<file path="config.mk">
export PLATFORM = sky130hd
export DESIGN_NAME = i2c_master_core
export DESIGN_NICKNAME = d
export VERILOG_FILES = /design/src/rtl/i2c_pkg.sv /design/src/rtl/i2c_clk_div.sv /design/src/rtl/i2c_master_core.sv
export SDC_FILE = /design/constraint.sdc
export NUM_CORES = 1
export LEC_CHECK = 0
export ABC_AREA = 1
export BUFFER_PORTS_ARGS = -buffer_cell sky130_fd_sc_hd__buf_2
export CORE_MARGIN = 2
export CORE_UTILIZATION = 56
export DETAILED_ROUTE_END_ITERATION = 6
export PLACE_DENSITY = 0.8
export SLEW_MARGIN = 25
export SYNTH_ARGS = -nofsm -noshare
export SYNTH_HDL_FRONTEND = slang
export SYNTH_SLANG_ARGS = --single-unit
</file>
<file path="constraint.sdc">
create_clock -name PCLK -period 2.25 [get_ports PCLK]
set_input_delay 0.225 -clock PCLK [delete_from_list [all_inputs] [get_ports PCLK]]
set_output_delay 0.225 -clock PCLK [all_outputs]
set_load 0.02 [all_outputs]
</file>
<file path="src/rtl/i2c_pkg.sv">
// Shared types and constants for the single-byte I2C master engine.
package i2c_pkg;

   typedef enum logic [2:0] {
      IDLE     = 3'd0,
      START    = 3'd1,
      ADDR     = 3'd2,
      ADDR_ACK = 3'd3,
      DATA     = 3'd4,
      DATA_ACK = 3'd5,
      STOP     = 3'd6
   } i2c_state_e;

   // status_reg bit positions
   localparam int ST_NACK = 7;
   localparam int ST_BUSY = 6;
   localparam int ST_RXE  = 5;
   localparam int ST_TXF  = 4;
   localparam int ST_DONE = 0;

   // command_reg bit positions
   localparam int CMD_ABORT = 7;
   localparam int CMD_GO    = 0;

endpackage

</file>
<file path="src/rtl/i2c_clk_div.sv">
// Quarter-bit prescaler: counts 0..prescale while enabled and pulses tick on
// the terminal count. Held at zero while disabled so every transaction starts
// from a fresh quarter.
module i2c_clk_div (
   input  logic       PCLK,
   input  logic       PRESETn,
   input  logic       en,
   input  logic [7:0] prescale,
   output logic       tick
);

   logic [7:0] cnt_q, cnt_d;

   assign tick = en && (cnt_q == prescale);

   // next count: clear when disabled or at terminal count
   always_comb begin
      cnt_d = cnt_q;
      if (!en)
         cnt_d = 8'd0;
      else if (cnt_q == prescale)
         cnt_d = 8'd0;
      else
         cnt_d = cnt_q + 8'd1;
   end

   // count register
   always_ff @(posedge PCLK or negedge PRESETn) begin
      if (!PRESETn)
         cnt_q <= 8'd0;
      else
         cnt_q <= cnt_d;
   end

endmodule

</file>
<file path="src/rtl/i2c_master_core.sv">
// Single-byte I2C master: START, address+R/W, ACK, one data byte, ACK/NACK,
// STOP. Every bit slot is four quarters; SCL/SDA are open-drain enables.
//
// Host handshake: tx_wr and rx_rd are single-cycle strobes with no
// back-pressure. tx_wr is accepted only while tx_full=0 (otherwise dropped);
// rx_rd unconditionally marks the receive byte consumed. tx_full/rx_empty
// in status_reg are the flow-control flags the host must observe.
module i2c_master_core
   import i2c_pkg::*;
(
   input  logic       PCLK,
   input  logic       PRESETn,
   input  logic [7:0] command_reg,
   input  logic [7:0] prescale_reg,
   input  logic [7:0] address_reg,
   input  logic [7:0] transmit_reg,
   input  logic       tx_wr,
   input  logic       rx_rd,
   input  logic       sda_i,
   output logic       scl_oe,
   output logic       sda_oe,
   output logic [7:0] status_reg,
   output logic [7:0] receive_reg
);

   i2c_state_e state_q, state_d;
   logic [1:0] qtr_q, qtr_d;
   logic [2:0] bit_q, bit_d;
   logic [7:0] shift_q, shift_d;
   logic [7:0] presc_q, presc_d;
   logic [7:0] tx_q, tx_d;
   logic [7:0] rx_q, rx_d;
   logic       is_wr_q, is_wr_d;
   logic       samp_q, samp_d;
   logic       tx_full_q, tx_full_d;
   logic       rx_empty_q, rx_empty_d;
   logic       busy_q, busy_d;
   logic       done_q, done_d;
   logic       nack_q, nack_d;
   logic       scl_oe_q, scl_oe_d;
   logic       sda_oe_q, sda_oe_d;
   logic       tick, slot_end;
   logic       unused_cmd;

   assign unused_cmd = ^command_reg[6:1];

   i2c_clk_div u_clk_div (
      .PCLK     (PCLK),
      .PRESETn  (PRESETn),
      .en       (state_q != IDLE),
      .prescale (presc_q),
      .tick     (tick)
   );

   assign slot_end = tick && (qtr_q == 2'd3);

   // next-state, datapath and flag updates
   always_comb begin
      state_d    = state_q;
      qtr_d      = qtr_q;
      bit_d      = bit_q;
      shift_d    = shift_q;
      presc_d    = presc_q;
      tx_d       = tx_q;
      rx_d       = rx_q;
      is_wr_d    = is_wr_q;
      samp_d     = samp_q;
      tx_full_d  = tx_full_q;
      rx_empty_d = rx_empty_q;
      busy_d     = busy_q;
      done_d     = done_q;
      nack_d     = nack_q;

      if (tx_wr && !tx_full_q) begin
         tx_d      = transmit_reg;
         tx_full_d = 1'b1;
      end
      if (rx_rd)
         rx_empty_d = 1'b1;

      if (tick)
         qtr_d = qtr_q + 2'd1;
      // SDA is sampled while SCL has been high for a full quarter
      if (tick && (qtr_q == 2'd2))
         samp_d = sda_i;

      if (command_reg[CMD_ABORT]) begin
         state_d = IDLE;
         qtr_d   = 2'd0;
         bit_d   = 3'd0;
         busy_d  = 1'b0;
      end else begin
         case (state_q)
            IDLE: begin
               if (command_reg[CMD_GO] && (address_reg[0] ? tx_full_q : rx_empty_q)) begin
                  state_d = START;
                  qtr_d   = 2'd0;
                  bit_d   = 3'd0;
                  is_wr_d = address_reg[0];
                  presc_d = prescale_reg;
                  shift_d = {address_reg[7:1], ~address_reg[0]};
                  busy_d  = 1'b1;
                  done_d  = 1'b0;
                  nack_d  = 1'b0;
               end
            end
            START: begin
               if (slot_end)
                  state_d = ADDR;
            end
            ADDR: begin
               if (slot_end) begin
                  shift_d = {shift_q[6:0], samp_q};
                  bit_d   = bit_q + 3'd1;
                  if (bit_q == 3'd7)
                     state_d = ADDR_ACK;
               end
            end
            ADDR_ACK: begin
               if (slot_end) begin
                  if (samp_q) begin
                     nack_d  = 1'b1;
                     state_d = STOP;
                  end else begin
                     state_d = DATA;
                     shift_d = is_wr_q ? tx_q : 8'h00;
                  end
               end
            end
            DATA: begin
               if (slot_end) begin
                  shift_d = {shift_q[6:0], samp_q};
                  bit_d   = bit_q + 3'd1;
                  if (bit_q == 3'd7)
                     state_d = DATA_ACK;
               end
            end
            DATA_ACK: begin
               if (slot_end) begin
                  state_d = STOP;
                  if (is_wr_q) begin
                     if (samp_q)
                        nack_d = 1'b1;
                     tx_full_d = 1'b0;
                  end else begin
                     rx_d       = shift_q;
                     rx_empty_d = 1'b0;
                  end
               end
            end
            STOP: begin
               if (slot_end) begin
                  state_d = IDLE;
                  busy_d  = 1'b0;
                  done_d  = 1'b1;
               end
            end
            default: state_d = IDLE;
         endcase
      end
   end

   // line drive decoded from the upcoming state/quarter so outputs are registered
   always_comb begin
      scl_oe_d = 1'b0;
      sda_oe_d = 1'b0;
      case (state_d)
         START:    sda_oe_d = qtr_d[1];
         ADDR: begin
            scl_oe_d = ~qtr_d[1];
            sda_oe_d = ~shift_d[7];
         end
         ADDR_ACK: scl_oe_d = ~qtr_d[1];
         DATA: begin
            scl_oe_d = ~qtr_d[1];
            sda_oe_d = is_wr_q & ~shift_d[7];
         end
         DATA_ACK: scl_oe_d = ~qtr_d[1];
         STOP: begin
            scl_oe_d = (qtr_d == 2'd0);
            sda_oe_d = ~qtr_d[1];
         end
         default: begin
            scl_oe_d = 1'b0;
            sda_oe_d = 1'b0;
         end
      endcase
   end

   // state and datapath registers
   always_ff @(posedge PCLK or negedge PRESETn) begin
      if (!PRESETn) begin
         state_q    <= IDLE;
         qtr_q      <= 2'd0;
         bit_q      <= 3'd0;
         shift_q    <= 8'h00;
         presc_q    <= 8'h00;
         tx_q       <= 8'h00;
         rx_q       <= 8'h00;
         is_wr_q    <= 1'b0;
         samp_q     <= 1'b0;
         tx_full_q  <= 1'b0;
         rx_empty_q <= 1'b1;
         busy_q     <= 1'b0;
         done_q     <= 1'b0;
         nack_q     <= 1'b0;
         scl_oe_q   <= 1'b0;
         sda_oe_q   <= 1'b0;
      end else begin
         state_q    <= state_d;
         qtr_q      <= qtr_d;
         bit_q      <= bit_d;
         shift_q    <= shift_d;
         presc_q    <= presc_d;
         tx_q       <= tx_d;
         rx_q       <= rx_d;
         is_wr_q    <= is_wr_d;
         samp_q     <= samp_d;
         tx_full_q  <= tx_full_d;
         rx_empty_q <= rx_empty_d;
         busy_q     <= busy_d;
         done_q     <= done_d;
         nack_q     <= nack_d;
         scl_oe_q   <= scl_oe_d;
         sda_oe_q   <= sda_oe_d;
      end
   end

   // status word assembly
   always_comb begin
      status_reg          = 8'h00;
      status_reg[ST_NACK] = nack_q;
      status_reg[ST_BUSY] = busy_q;
      status_reg[ST_RXE]  = rx_empty_q;
      status_reg[ST_TXF]  = tx_full_q;
      status_reg[ST_DONE] = done_q;
   end

   assign scl_oe      = scl_oe_q;
   assign sda_oe      = sda_oe_q;
   assign receive_reg = rx_q;

endmodule

</file>
==> summary.txt <==
Die X -> 77.56 um
worst r2r src -> u_clk_div.cnt_q[0]
number of global-route vias before repair -> 2,500
CP Data Arrival Time -> 2.34 ns
DRT Wirelength -> 6.364 mm
Int Pwr -> 0.001770 W
max-slew violations -> 0
Inst Count DP -> 481
Die H -> 77.56 um
Setup crit end -> shift_q[1]
Comb power frac -> 13.6%
core area -> 5172 um^2
I/O Buffers -> 45
WL per Instance -> 12.75 um
proportion of layout cells with a drive suffix above 1 -> 23.54%
Die ar. -> 6016 um^2
final setup fails -> 0
Worst setup EP type -> register
Worst VDD drop -> 586.5 uV
Worst-Skew Late Latency -> 0.34 ns
CP required -> 2.50 ns
RSZ-0062 raised after global routing -> true
via count -> 2,533
Power Density -> 689.6 nW/um^2
All-Layer GR Usage -> 23.69%
Clk Tree Root Cell -> clkbuf_8
dpl hpwl -> 4.816 mm
boundary pin count -> 55
H-tree levels -> 3
antenna viol nets, final -> 0
clock power share -> 38.2%
Reg2Reg Depth -> 13
Cell Rows -> 26
area grow syn2layout -> 15.81%
Sw Pwr -> 0.0006499 W
register-to-register setup slack -> 0.17 ns
flops & latches, synth -> 57
Critical path origin -> u_clk_div.cnt_q[0]
clock-pin slew of the registers on the worst-case setup and hold paths -> 0.06 ns
grt ovf -> 0
largest net degree at the start of global routing -> 24
syn avg cell area -> 8.168 um^2
Max Cap Viol -> 0
Nets -> 466
Hold Crit Class -> in -> reg
Period minus WS final -> 2.084 ns
TritonCTS Buffers -> 9
Worst Skew -> 0.01268 ns
sequential share of the synthesized area -> 47.11%
Leak Pwr -> 1.823 nW
setup TNS -> 0 ns
switching share of power -> 26.85%
DRC -> 0
Post-Syn Area -> 3030 um^2
DRT Pass-1 Iters -> 4
CP Class -> reg -> reg
fill count -> 431
Core Util, Final -> 67.85%
Starting Density -> 58.59%
initial antenna violation count -> 0
clock tree from TritonCTS -> yes
DR iter-0 viols -> 189
Fmax -> 479.9 MHz
first-pass GRT wire length -> 11.09 mm
crit path launch type -> register
Sink Count -> 57
Reg power frac -> 48.1%
Non-Filler Instances -> 499
Final Wtd Congestion -> 0.9310
Synth cell types -> 35
crit path max fanout -> 12
routed vias/inst -> 5.076
Final period util -> 92.60%
Syn. warnings -> 0
RR Endpoint -> shift_q[1]
cells after synthesis -> 371
largest buffer count on any clock path -> 2
status -> completed
endpoints failing hold -> 0
n_diodes -> 0
[through the flow]
stage                     hold WS [ns]  power, W  cell area, um^2  setup WS, ns
after floorplan               -0.07059  0.001396             3038        0.5357
after global placement          0.1540  0.001490             3294        0.2249
after detailed placement        0.1600  0.001507             3294        0.1582
after CTS                      0.08531  0.002433             3493        0.1262
after global routing           0.09129  0.002536             3510     -0.009760
final                          0.09633  0.002420             3510        0.1664
[cell usage in the layout, fill, tap and decap left out, drive strengths merged, types with 5 or more instances in the layout]
cell type  synthesis  routed
o21ai             26      26
xnor2              5       5
buf               11      51
ha                 5       5
o211ai             5       5
mux2               8       8
dfrtp             56      56
nor2              40      41
nand2            105     105
nand3             21      21
inv               51      51
clkbuf             2      13
a21oi             11      11
nor3               7       7
[worst min-delay path by stage]
stage                          from          to  depth (start not counted)
floorplan                   PRESETn    bit_q[0]                          0
global placement            PRESETn     tx_q[3]                          1
detailed placement          PRESETn     tx_q[3]                          1
CTS                 prescale_reg[4]  presc_q[4]                          3
global route        prescale_reg[1]  presc_q[1]                          3
finish              prescale_reg[4]  presc_q[4]                          3
[logic make-up after synthesis]
logic type                 count (synthesis)  synth area share (%)
buffers and inverters                     65                 9.826
and+or+nand+nor                          179                 26.59
muxes                                      8                 2.973
DFF                                       57                 47.11
xor gates and xnor gates                   8                 2.312
other                                      1                0.1237
adders and majority gates                  5                 2.064
AOI/OAI and AO/OA                         48                 9.001
[layer usage]
| layer | routed length [um] | track usage (%) |
|---|---|---|
| met4 | 84 | 7.679 |
| met5 | 0 | 0 |
| met3 | 346 | 7.442 |
| met1 | 2830 | 29.09 |
| met2 | 3103 | 39.83 |
[power by group through the flow]
stage / logic [W] / clock network [W] / registers [W]
after detailed placement: 0.000324 / 0 / 0.00118
after CTS: 0.000328 / 0.000940 / 0.00116
after global routing: 0.000373 / 0.000990 / 0.00117
after global placement: 0.000313 / 0 / 0.00118
after floorplan: 0.000220 / 0 / 0.00118
final: 0.000330 / 0.000926 / 0.00116
[cell type report]
class / count / area, um^2 / share of cell area (%)
flip-flops and latches: 57 / 1428 / 40.68
inverters: 52 / 196.4 / 5.597
clock inverters: 3 / 40.04 / 1.141
clock buffers: 13 / 148.9 / 4.242
well taps: 70 / 87.58 / 2.496
repair buffers: 52 / 280.3 / 7.986
multi-input cells: 252 / 1329 / 37.86
[worst max-delay path, stage by stage, from the launching register on]
cell and delay [ns]:
dfrtp_1 0.42, inv_1 0.07, nand2_1 0.05, nand2_1 0.06, nand2_1 0.07, nor2_2 0.19
nand4_4 0.27, nor2_4 0.18, inv_2 0.05, nand2_1 0.07, nand2_1 0.14, nor2_4 0.23
nor2_1 0.06, a31oi_1 0.14
[synthesized netlist by cell type]
library cell / count / area share [%]
xnor2_1: 5 / 1.4
nand2_2: 5 / 1.0
nand4_4: 1 / 0.70
a21oi_1: 11 / 1.8
clkbuf_1: 2 / 0.25
nor2_4: 5 / 1.9
buf_4: 8 / 2.0
a31oi_1: 1 / 0.21
dfstp_2: 1 / 0.87
inv_1: 45 / 5.6
a22oi_1: 1 / 0.25
a32oi_1: 1 / 0.29
o21ai_0: 19 / 3.1
nor2_1: 30 / 3.7
conb_1: 1 / 0.12
or2_2: 1 / 0.21
dfrtp_1: 56 / 46
ha_1: 5 / 2.1
o31ai_1: 1 / 0.25
o22ai_2: 1 / 0.41
nand2_1: 100 / 12
and2_1: 1 / 0.21
nor2_2: 5 / 1.0
xor2_1: 3 / 0.87
nor4_2: 1 / 0.41
o21ai_1: 7 / 1.2
nand3_1: 21 / 3.5
mux2_2: 8 / 3.0
inv_2: 6 / 0.74
nor3_1: 7 / 1.2
o211ai_1: 5 / 1.2
nand4_1: 2 / 0.41
o21a_1: 1 / 0.25
clkinv_2: 1 / 0.16
buf_6: 3 / 1.1
[repair_timing]
item                                   in CTS  in global routing
buffers inserted                            0                  0
hold buffers                                1                  0
resized for setup                           0                  3
setup endpoints to repair                   0                 11
endpoints found under the hold margin      14                  0
Power figures use the tool's default switching activity.
